<file path="config.mk">
export PLATFORM = sky130hd
export DESIGN_NAME = se_pal_4bits
export DESIGN_NICKNAME = d
export VERILOG_FILES = /design/src/rtl/se_pal_4bits.sv
export SDC_FILE = /design/constraint.sdc
export NUM_CORES = 1
export LEC_CHECK = 0
export CAP_MARGIN = 20
export CORE_AREA = 2 2 39 41
export CTS_CLUSTER_DIAMETER = 60
export DETAILED_ROUTE_END_ITERATION = 10
export DIE_AREA = 0 0 41 43
export GPL_TIMING_DRIVEN = 0
export PLACE_DENSITY = 0.62
export REMOVE_ABC_BUFFERS = 1
export SETUP_SLACK_MARGIN = 0.02
export SLEW_MARGIN = 20
export SYNTH_ARGS = -nofsm -noshare
export SYNTH_HDL_FRONTEND = slang
export SYNTH_SLANG_ARGS = --single-unit
</file>
<file path="constraint.sdc">
create_clock -name clk -period 1.2 [get_ports clk]
set_clock_uncertainty 0.2 [all_clocks]
set_input_delay 0.36 -clock clk [delete_from_list [all_inputs] [get_ports clk]]
set_output_delay 0.36 -clock clk [all_outputs]
set_load 0.01 [all_outputs]
</file>
<file path="src/rtl/se_pal_4bits.sv">
// Serial-to-parallel receiver for the 4-bit MSB-first link: sync marks the MSB, and each completed word lands on out/valid.
// Optional hold/acknowledge mode with overrun flag is enabled by defining SE_PAL_HOLD_EN.
module se_pal_4bits (
  input  logic       clk,
  input  logic       reset,
  input  logic       in,
  input  logic       sync,
  input  logic       ack,
  output logic [3:0] out,
  output logic       valid,
  output logic       busy,
  output logic       frame_err,
  output logic       overrun
);

  typedef enum logic {
    IDLE  = 1'b0,
    SHIFT = 1'b1
  } state_t;

  state_t     state_q, state_d;
  logic [1:0] cnt_q, cnt_d;
  logic [2:0] sh_q, sh_d;
  logic [3:0] out_q, out_d;
  logic       valid_q, valid_d;
  logic       frame_err_q, frame_err_d;
  logic       complete;

  always_comb begin
    state_d     = state_q;
    cnt_d       = cnt_q;
    sh_d        = sh_q;
    out_d       = out_q;
    frame_err_d = 1'b0;
    complete    = 1'b0;
    case (state_q)
      IDLE: begin
        if (sync) begin
          sh_d    = {sh_q[1:0], in};
          cnt_d   = 2'd1;
          state_d = SHIFT;
        end
      end
      SHIFT: begin
        // A sync mid-word restarts framing; the stale bits shift out naturally.
        if (sync) begin
          frame_err_d = 1'b1;
          sh_d        = {sh_q[1:0], in};
          cnt_d       = 2'd1;
        end else if (cnt_q == 2'd3) begin
          out_d    = {sh_q, in};
          complete = 1'b1;
          cnt_d    = 2'd0;
          state_d  = IDLE;
        end else begin
          sh_d  = {sh_q[1:0], in};
          cnt_d = cnt_q + 2'd1;
        end
      end
      default: begin
        state_d = IDLE;
        cnt_d   = 2'd0;
      end
    endcase
  end

`ifdef SE_PAL_HOLD_EN
  logic overrun_q, overrun_d;

  always_comb begin
    valid_d   = valid_q;
    overrun_d = overrun_q;
    if (complete) begin
      valid_d = 1'b1;
    end else if (ack) begin
      valid_d = 1'b0;
    end
    // Ack wins over a simultaneous overwrite: the consumer took the old word.
    if (ack) begin
      overrun_d = 1'b0;
    end else if (complete && valid_q) begin
      overrun_d = 1'b1;
    end
  end

  always_ff @(posedge clk) begin
    if (!reset) begin
      overrun_q <= 1'b0;
    end else begin
      overrun_q <= overrun_d;
    end
  end

  assign overrun = overrun_q;
`else
  logic unused_ack;

  always_comb begin
    valid_d = complete;
  end

  assign unused_ack = ack;
  assign overrun    = 1'b0;
`endif

  always_ff @(posedge clk) begin
    if (!reset) begin
      state_q     <= IDLE;
      cnt_q       <= 2'd0;
      sh_q        <= 3'd0;
      out_q       <= 4'd0;
      valid_q     <= 1'b0;
      frame_err_q <= 1'b0;
    end else begin
      state_q     <= state_d;
      cnt_q       <= cnt_d;
      sh_q        <= sh_d;
      out_q       <= out_d;
      valid_q     <= valid_d;
      frame_err_q <= frame_err_d;
    end
  end

  assign out       = out_q;
  assign valid     = valid_q;
  assign busy      = (state_q == SHIFT);
  assign frame_err = frame_err_q;

endmodule

</file>
Word level (Yosys, flattened, before mapping)
Index checks and enable logic that the tools add are counted.
{"block": "totals", "ff_bits": 12, "output_inout_bits": 8}
{"block": "classes", "eq_ne": 3, "add_sub_neg": 1, "n_reduce_logical": 4, "mux": 13, "bitwise": 3}
{"operator": "3-bit two-way mux", "n": 3}
{"operator": "2-bit two-way mux", "n": 3}
{"operator": "3-bit one-hot mux with 2 select lines", "n": 1}
{"operator": "1-bit two-way mux", "n": 4}
{"operator": "2-bit one-hot mux with 2 select lines", "n": 1}
{"operator": "2-bit AND reduction", "n": 2}
{"operator": "3-bit inequality test (second input constant)", "n": 1}
{"operator": "1-bit NOT", "n": 3}
{"operator": "3-bit AND reduction", "n": 1}
{"operator": "3-bit OR reduction", "n": 1}
{"operator": "2-bit by 1-bit adder with 2-bit output (second input constant)", "n": 1}
{"operator": "2-bit equality test (second input constant)", "n": 1}
{"operator": "2-bit inequality test (second input constant)", "n": 1}
{"operator": "1-bit one-hot mux with 2 select lines", "n": 1}

Depth between registers and ports, before layout
{"block": "depth", "word_depth": 4, "mapped_depth": 4, "ltp_nobuf": 4}

Worst setup path before layout
Ideal clock, no wire load.
{"block": "synth_path", "path_kind": "register -> register", "start": "reg cnt_q[0]", "end": "reg sh_q[0]", "required_ps": 928, "setup_time_ps": 72, "arrival_ps": 1048, "period_less_slack_ps": 1319, "path_buffers": 0, "path_stages_with_launch": 5, "path_slack_ps": -119, "cell_sequence": "dfxtp_1 > ha_1 > inv_1 > a21oi_1 > mux2i_1"}
{"block": "synth_via", "elab_chain_cells": 3}
{"item": "start, declared", "line_no": "22", "source": "logic [1:0] cnt_q, cnt_d;"}
{"item": "start signal, assigned", "line_no": "116", "source": "cnt_q <= cnt_d;"}
{"item": "2-bit equality test", "line_no": "50", "source": "end else if (cnt_q == 2'd3) begin"}
{"item": "3-bit inequality test (no line)"}
{"item": "2-bit AND reduction (no line)"}
{"item": "end signal, assigned", "line_no": "110", "source": "sh_q <= 3'd0;"}
{"item": "end signal, assigned", "line_no": "117", "source": "sh_q <= sh_d;"}
{"item": "end, declared", "line_no": "23", "source": "logic [2:0] sh_q, sh_d;"}
Every way passes these cells.
A chain may end at the register's enable or synchronous reset.

Final worst setup path
{"block": "layout_path", "start": "reg state_q (netlist: busy)", "end": "out busy"}
{"item": "start, declared", "line_no": "21", "source": "state_t state_q, state_d;"}
{"item": "start signal, assigned", "line_no": "115", "source": "state_q <= state_d;"}
{"item": "end, declared", "line_no": "11", "source": "output logic busy,"}
No word-level cell between the ends.

==> load_flow_metrics.sql <==
INSERT INTO impl_metrics (metric_group, metric, value, unit) VALUES
('placed_design', 'buffer_ports.inserted', '10', ''),
('setup_path', 'start_kind', 'flip-flop', ''),
('timing', 'final.setup.worst_slack', '-89.76', 'ps'),
('setup_path', 'cp_data_arrival_time', '730', 'ps'),
('setup_path', 'cp-end-kind', 'output pin', ''),
('timing', 'grt_setup_unrepaired', 'yes', ''),
('logic_synthesis', 'post-synth-top-area-cell', 'dfxtp_1', ''),
('clocking', 'cts-root-buf', 'clkbuf_4', ''),
('clocking', 'clk_latency', '260', 'ps'),
('power_and_ir_drop', 'powerDensity', '1240', 'mW/mm^2'),
('worst_hold_path', 'hold_class', 'reg -> reg', ''),
('timing', 'timing_max_transition_violations_final', '0', ''),
('global_route', 'first_global_vias', '318', ''),
('clocking', 'cts_max_path_buffers', '2', ''),
('setup_path', 'worst-setup-path-type', 'reg -> out', ''),
('clocking', 'clkTransAtPathRegs', '80', 'ps'),
('timing', 'setup_viols_final', '12', ''),
('global_route', 'pin_count_of_the_biggest_net_entering_global_routing', '14', ''),
('route', 'drt-total-wl', '830', 'um'),
('timing', 'timing.fmax', '775.3', 'MHz'),
('final_layout', 'post_layout_nonfiller_instances', '76', ''),
('final_layout', 'commonest_cells_after_routing_fill_and_taps_aside', '7 x buf_6, 6 x nand2_1, 5 x o21ai_1, 5 x dfxtp_2', ''),
('setup_path', 'top_delay_family_on_crit_path', 'flip-flops', ''),
('clocking', 'tritoncts', 'done', ''),
('floorplan', 'placement_rows', '14', ''),
('global_route', 'grt_pass1_wl', '1366', 'um'),
('global_route', 'grt_overflow_total', '0', ''),
('setup_path', 'critical_path_peak_fanout', '2', ''),
('floorplan', 'fp.coreArea', '0.001384', 'mm^2'),
('timing', 'finalCritPeriodShare', '107.5', '%'),
('clocking', 'holdBufCountCts', '0', ''),
('logic_synthesis', 'syn-instance-count', '46', ''),
('floorplan', 'num_io_pins', '13', ''),
('route', 'route.detailed.vias_per_inst', '4.684', ''),
('route', 'drtAntennaViolNets', '0', ''),
('flow_run', 'max_cap_violations', '0', ''),
('logic_synthesis', 'synth_top_cells_by_area', 'dfxtp_1 53%, mux2i_1 8.8%, ha_1 5.5%, o21ai_0 5.5%, nand2_1 5.0%', ''),
('outcome', 'failing_checks', 'negative setup slack', ''),
('logic_synthesis', 'netlist_area', '452.9', 'um^2'),
('route', 'first_pass_iters', '4', ''),
('setup_path', 'worst_ep_required_time', '640', 'ps'),
('placed_design', 'dp.final_hpwl', '513.3', 'um'),
('final_layout', 'post_route_cells_drive_above_1_share', '45.00', '%'),
('final_layout', 'fillers', '124', ''),
('global_route', 'total_routing_resource_utilization_after_global_routing', '11.59', '%'),
('setup_path', 'list_of_cells_traversed_by_the_critical_path', 'buf_6', ''),
('floorplan', 'initial_core_util', '32.73', '%'),
('final_layout', 'design.final.nets', '68', ''),
('outcome', 'result_of_the_run', 'finished, violations left', ''),
('setup_path', 'worst_path_max_delay_cell', 'dfxtp_4', ''),
('final_layout', 'finalCoreUtilization', '47.65', '%'),
('timing', 'finalWorstPathRequiredPeriod', '1290', 'ps'),
('logic_synthesis', 'number_of_flip_flops_and_latches_in_the_synthesized_netlist', '12', ''),
('floorplan', 'die-width', '41', 'um'),
('global_route', 'antenna_found_initial', '0', ''),
('floorplan', 'die_y', '43', 'um'),
('logic_synthesis', 'ys_seq_area_share', '53.04', '%'),
('route', 'first_iter_violations', '1', ''),
('power_and_ir_drop', 'vdd_ir_drop_max', '0.4788', 'mV'),
('timing', 'timing.final.hold_violations', '0', ''),
('clocking', 'htree_levels', '1', ''),
('logic_synthesis', 'post-synth-top-area-fraction', '53.04', '%'),
('route', 'wire_per_inst', '10.92', 'um'),
('logic_synthesis', 'ys_types', '18', ''),
('power_and_ir_drop', 'p_leak', '0.2700', 'nW'),
('logic_synthesis', 'yosysWarningCount', '0', ''),
('logic_synthesis', 'synth_area_per_cell', '9.846', 'um^2'),
('setup_path', 'critical_path.n_buffers_inverters', '1', ''),
('placed_design', 'place.gp.congestion', '0.7161', ''),
('placed_design', 'place_inst', '70', ''),
('route', 'vias', '356', ''),
('floorplan', 'floorplan.die_area', '0.001763', 'mm^2'),
('final_layout', 'n_antenna_cell', '0', ''),
('setup_path', 'timing.critical_path.slowest_cell_delay', '350', 'ps'),
('route', 'remaining_drc_errors', '0', ''),
('final_layout', 'layout.cells.most_common', 'buf_6', ''),
('clocking', 'numCtsBuffers', '3', ''),
('clocking', 'cts.sinks', '12', ''),
('final_layout', 'syn2layout_area_growth', '45.58', '%');
## final cells by class
class / instances / area [um^2] / area share, %
clock buffer: 4 / 36.28 / 5.503
inverter: 2 / 7.507 / 1.139
multi-input combinational: 30 / 216.5 / 32.83
sequential: 12 / 257.7 / 39.09
tap: 16 / 20.02 / 3.036
timing repair buffer: 12 / 121.4 / 18.41
## synth_stat cells
master,n
and3_2,1
nor3b_1,1
buf_4,1
nand2_1,6
nor3_1,1
conb_1,1
a21oi_1,1
mux2i_1,4
dfxtp_1,12
o21a_1,1
o21ai_0,5
nand3_1,4
and2b_2,1
buf_2,1
inv_1,2
a21boi_0,1
nand3b_1,1
ha_1,2
## through the flow
step	TNS [ps]	instance area, um^2	hold WS [ps]	setup slack, ps	total power, mW
CTS	-834.9	643.1	260.3	-94.07	0.8242
global route	-1709	659.4	274.5	-187.4	0.8599
detailed placement	-7564	560.5	264.4	-610.0	0.4889
global placement	-7529	560.5	252.2	-607.1	0.4882
floorplan	-360.1	440.4	236.1	-119.5	0.4587
finish	-764.4	659.4	262.2	-89.76	0.8175
## repair_timing
item,in CTS,in global routing
pin swaps,7,3
endpoints found under the setup margin,19,16
cloned,0,0
setup buffers,2,0
resized for setup,55,6
## registers in the layout, summed over array words and instances (netlist names)
| register | flops |
|---|---|
| out | 4 |
| frame_err | 1 |
| sh_q | 3 |
| busy | 1 |
| cnt_q | 2 |
| valid | 1 |
## path summary, 6_finish.rpt
check / startpoint / to / slack, ps / depth (start not counted)
min reg2reg: sh_q[2] / out[3] / 260 / 2
min: sh_q[2] / out[3] / 260 / 2
max reg2reg: cnt_q[1] / out[2] / -90 / 4
max: busy / busy / -90 / 1
## cells by family (layout without fill, tap and decap cells)
family                   after synthesis  after routing  synth area share [%]
other                                  1              1                0.8279
buffers and inverters                  4             18                 4.420
AO/OA/AOI/OAI                          8              8                 9.944
adder cells (fa/ha/maj)                2              2                 5.524
AND/OR/NAND/NOR                       15             15                 17.40
flip-flops                            12             12                 53.04
multiplexers                           4              4                 8.840
## worst register-to-register path, stage by stage, from the launching register on
cell and delay (ps):
dfxtp_4 370, ha_4 140, nand3b_1 230, nand3_1 160, o21ai_1 70
## metal layers
metal	routed length [um]	up-vias	part of all wire, %	track usage (%)
li1	-	184	-	-
met1	373	160	45	13.03
met2	407	12	49	17.81
met3	49	0	5.9	4.712
met4	0	0	0	6.000
met5	0	-	0	0
## power breakdown
part | switching, mW | internal (mW) | total [mW]
combinational | 0.0369 | 0.0407 | 0.0776
sequential | 0.00855 | 0.409 | 0.417
clock | 0.139 | 0.184 | 0.323
total | 0.184 | 0.633 | 0.817
Power figures use the tool's default switching activity.
==> patch: new RTL, same flow settings <==
Build with the macro `SE_PAL_HOLD_EN` defined.
--- a/src/rtl/se_pal_4bits.sv
+++ b/src/rtl/se_pal_4bits.sv
@@ -2,2 +2,4 @@
 // Optional hold/acknowledge mode with overrun flag is enabled by defining SE_PAL_HOLD_EN.
+`define SE_PAL_HOLD_EN
+
 module se_pal_4bits (
Behaviour: not the same (a bounded check fails within 10 cycles, from zero or initial values and one cycle with reset low).
==> patch against the unedited design <==
Setup slack worse by 0.0073 ns; routed wire length up 20%; sequential power up 8.4%; power down 1.5%; fmax down 0.56%; the run still ends with negative setup slack left; cell area up 11%; synthesized area up 9.4%; sequential cell count up 1; largest power group unchanged; synthesized cell count up 2.2%.
==> patch: results (changes against the unedited design) <==
outcome -> finished, violations left
failing checks -> negative setup slack
Sink Count -> 13 (+1)
Comb power frac -> 10.5% (+1.0 points)
Routed wire per std cell -> 12.48 um (+14%)
first-pass GRT wire length -> 1497 um (+9.6%)
clk cell area share -> 3.596% (-1.9 points)
drt pass-1 iters -> 2 (-2)
Largest register FFs -> 4 (unchanged)
row count -> 14 (unchanged)
Peak VDD IR -> 0.0006209 V (+30%)
met2 WL -> 464 um (+14%)
Leakage -> 0.3114 nW (+15%)
Post-synth top cells -> dfxtp_1, nand2_1, o21ai_0
Nets -> 71 (+4.4%)
vias in the first global route -> 346 (+8.8%)
routing usage on met2 -> 18.13% (+0.31 points)
placed cell areas -> 619.3 um^2 (+10%)
non-clock buffer total of the final layout -> 14 (+2)
P_int -> 617.5 uW (-2.5%)
final setup fails -> 12 (unchanged)
non-filler cells, final -> 80 (+5.3%)
setup ws final -> -0.09709 ns (-0.007325 ns)
area of the multi-input gates -> 266.5 um^2 (+23%)
Final TNS setup -> -0.8723 ns (-0.1080 ns)
ratio of cells with drive above 1 in the final layout -> 53.13% (+8.1 points)
critical path's largest stage delay -> 0.37 ns (+0.02 ns)
PwrDens -> 1102 nW/um^2 (-11%)
Fillers -> 128 (+3.2%)
Syn Area/Cell -> 10.54 um^2 (+7.1%)
HPWL after DPL -> 586.8 um (+14%)
Initial DRC Count -> 6 (+5)
largest cells by area after synthesis -> dfxtp_1, mux2i_1, o21ai_0
largest net degree at the start of global routing -> 15 (+1)
Multi-In Gates -> 31 (+3.3%)
area grow syn2layout -> 47.47%
grt met1 use -> 15.89% (+2.9 points)
Reg area -> 274.0 um^2 (+6.3%)
gpl congestion -> 0.6561 (-8.4%)
critical path arrival -> 1.26 ns (+0.53 ns)
P_seq -> 452 uW (+8.4%)
wl on met1 -> 473 um (+27%)
DP Cell Count -> 73 (+4.3%)
Worst Path Max Fanout -> 3 (+1)
slowest cell on the critical path -> dfxtp_2
met3 WL -> 47 um (-4.1%)
uppermost layer routed -> met4
Seq/Total Area, Yosys -> 52.53% (-0.51 points)
total track usage -> 13.17% (+1.6 points)
Non-Clock Buffer Area Fraction -> 18.66% (+0.26 points)
IO Port Bufs -> 12 (+2)
Post-Place Worst Slack -> -0.5496 ns (+0.06038 ns)
vias per cell -> 4.863 (+3.8%)
Max H-tree Level -> 1 (unchanged)
-- patch: logic make-up (layout without fill, tap and decap cells) --
kind of cell	count (synthesis)	count (layout)	synth area share (%)
muxes	4	4	9.090
and+or+nand+nor	16	17	17.93
adders and majority gates	1	1	2.525
buffers and inverters	4	20	4.797
AOI/OAI and AO/OA	9	9	13.13
DFF	13	13	52.53
-- patch: final timing paths --
check	startpoint	to	slack, ns	cells after the start
hold / removal	sh_q[2]$_SDFFE_PN0P_	out[3]$_SDFFE_PN0P_	0.25	2
setup reg to reg	cnt_q[0]$_SDFFE_PN0P_	cnt_q[1]$_SDFFE_PN0P_	-0.1	3
hold reg to reg	sh_q[2]$_SDFFE_PN0P_	out[3]$_SDFFE_PN0P_	0.25	2
setup / recovery	cnt_q[0]$_SDFFE_PN0P_	cnt_q[1]$_SDFFE_PN0P_	-0.1	3
-- patch: timing repair --
action,in CTS,in global routing
cloned,0,1
pin swaps,2,3
buffers inserted,2,0
resized for setup,58,11
endpoints found under the setup margin,21,18
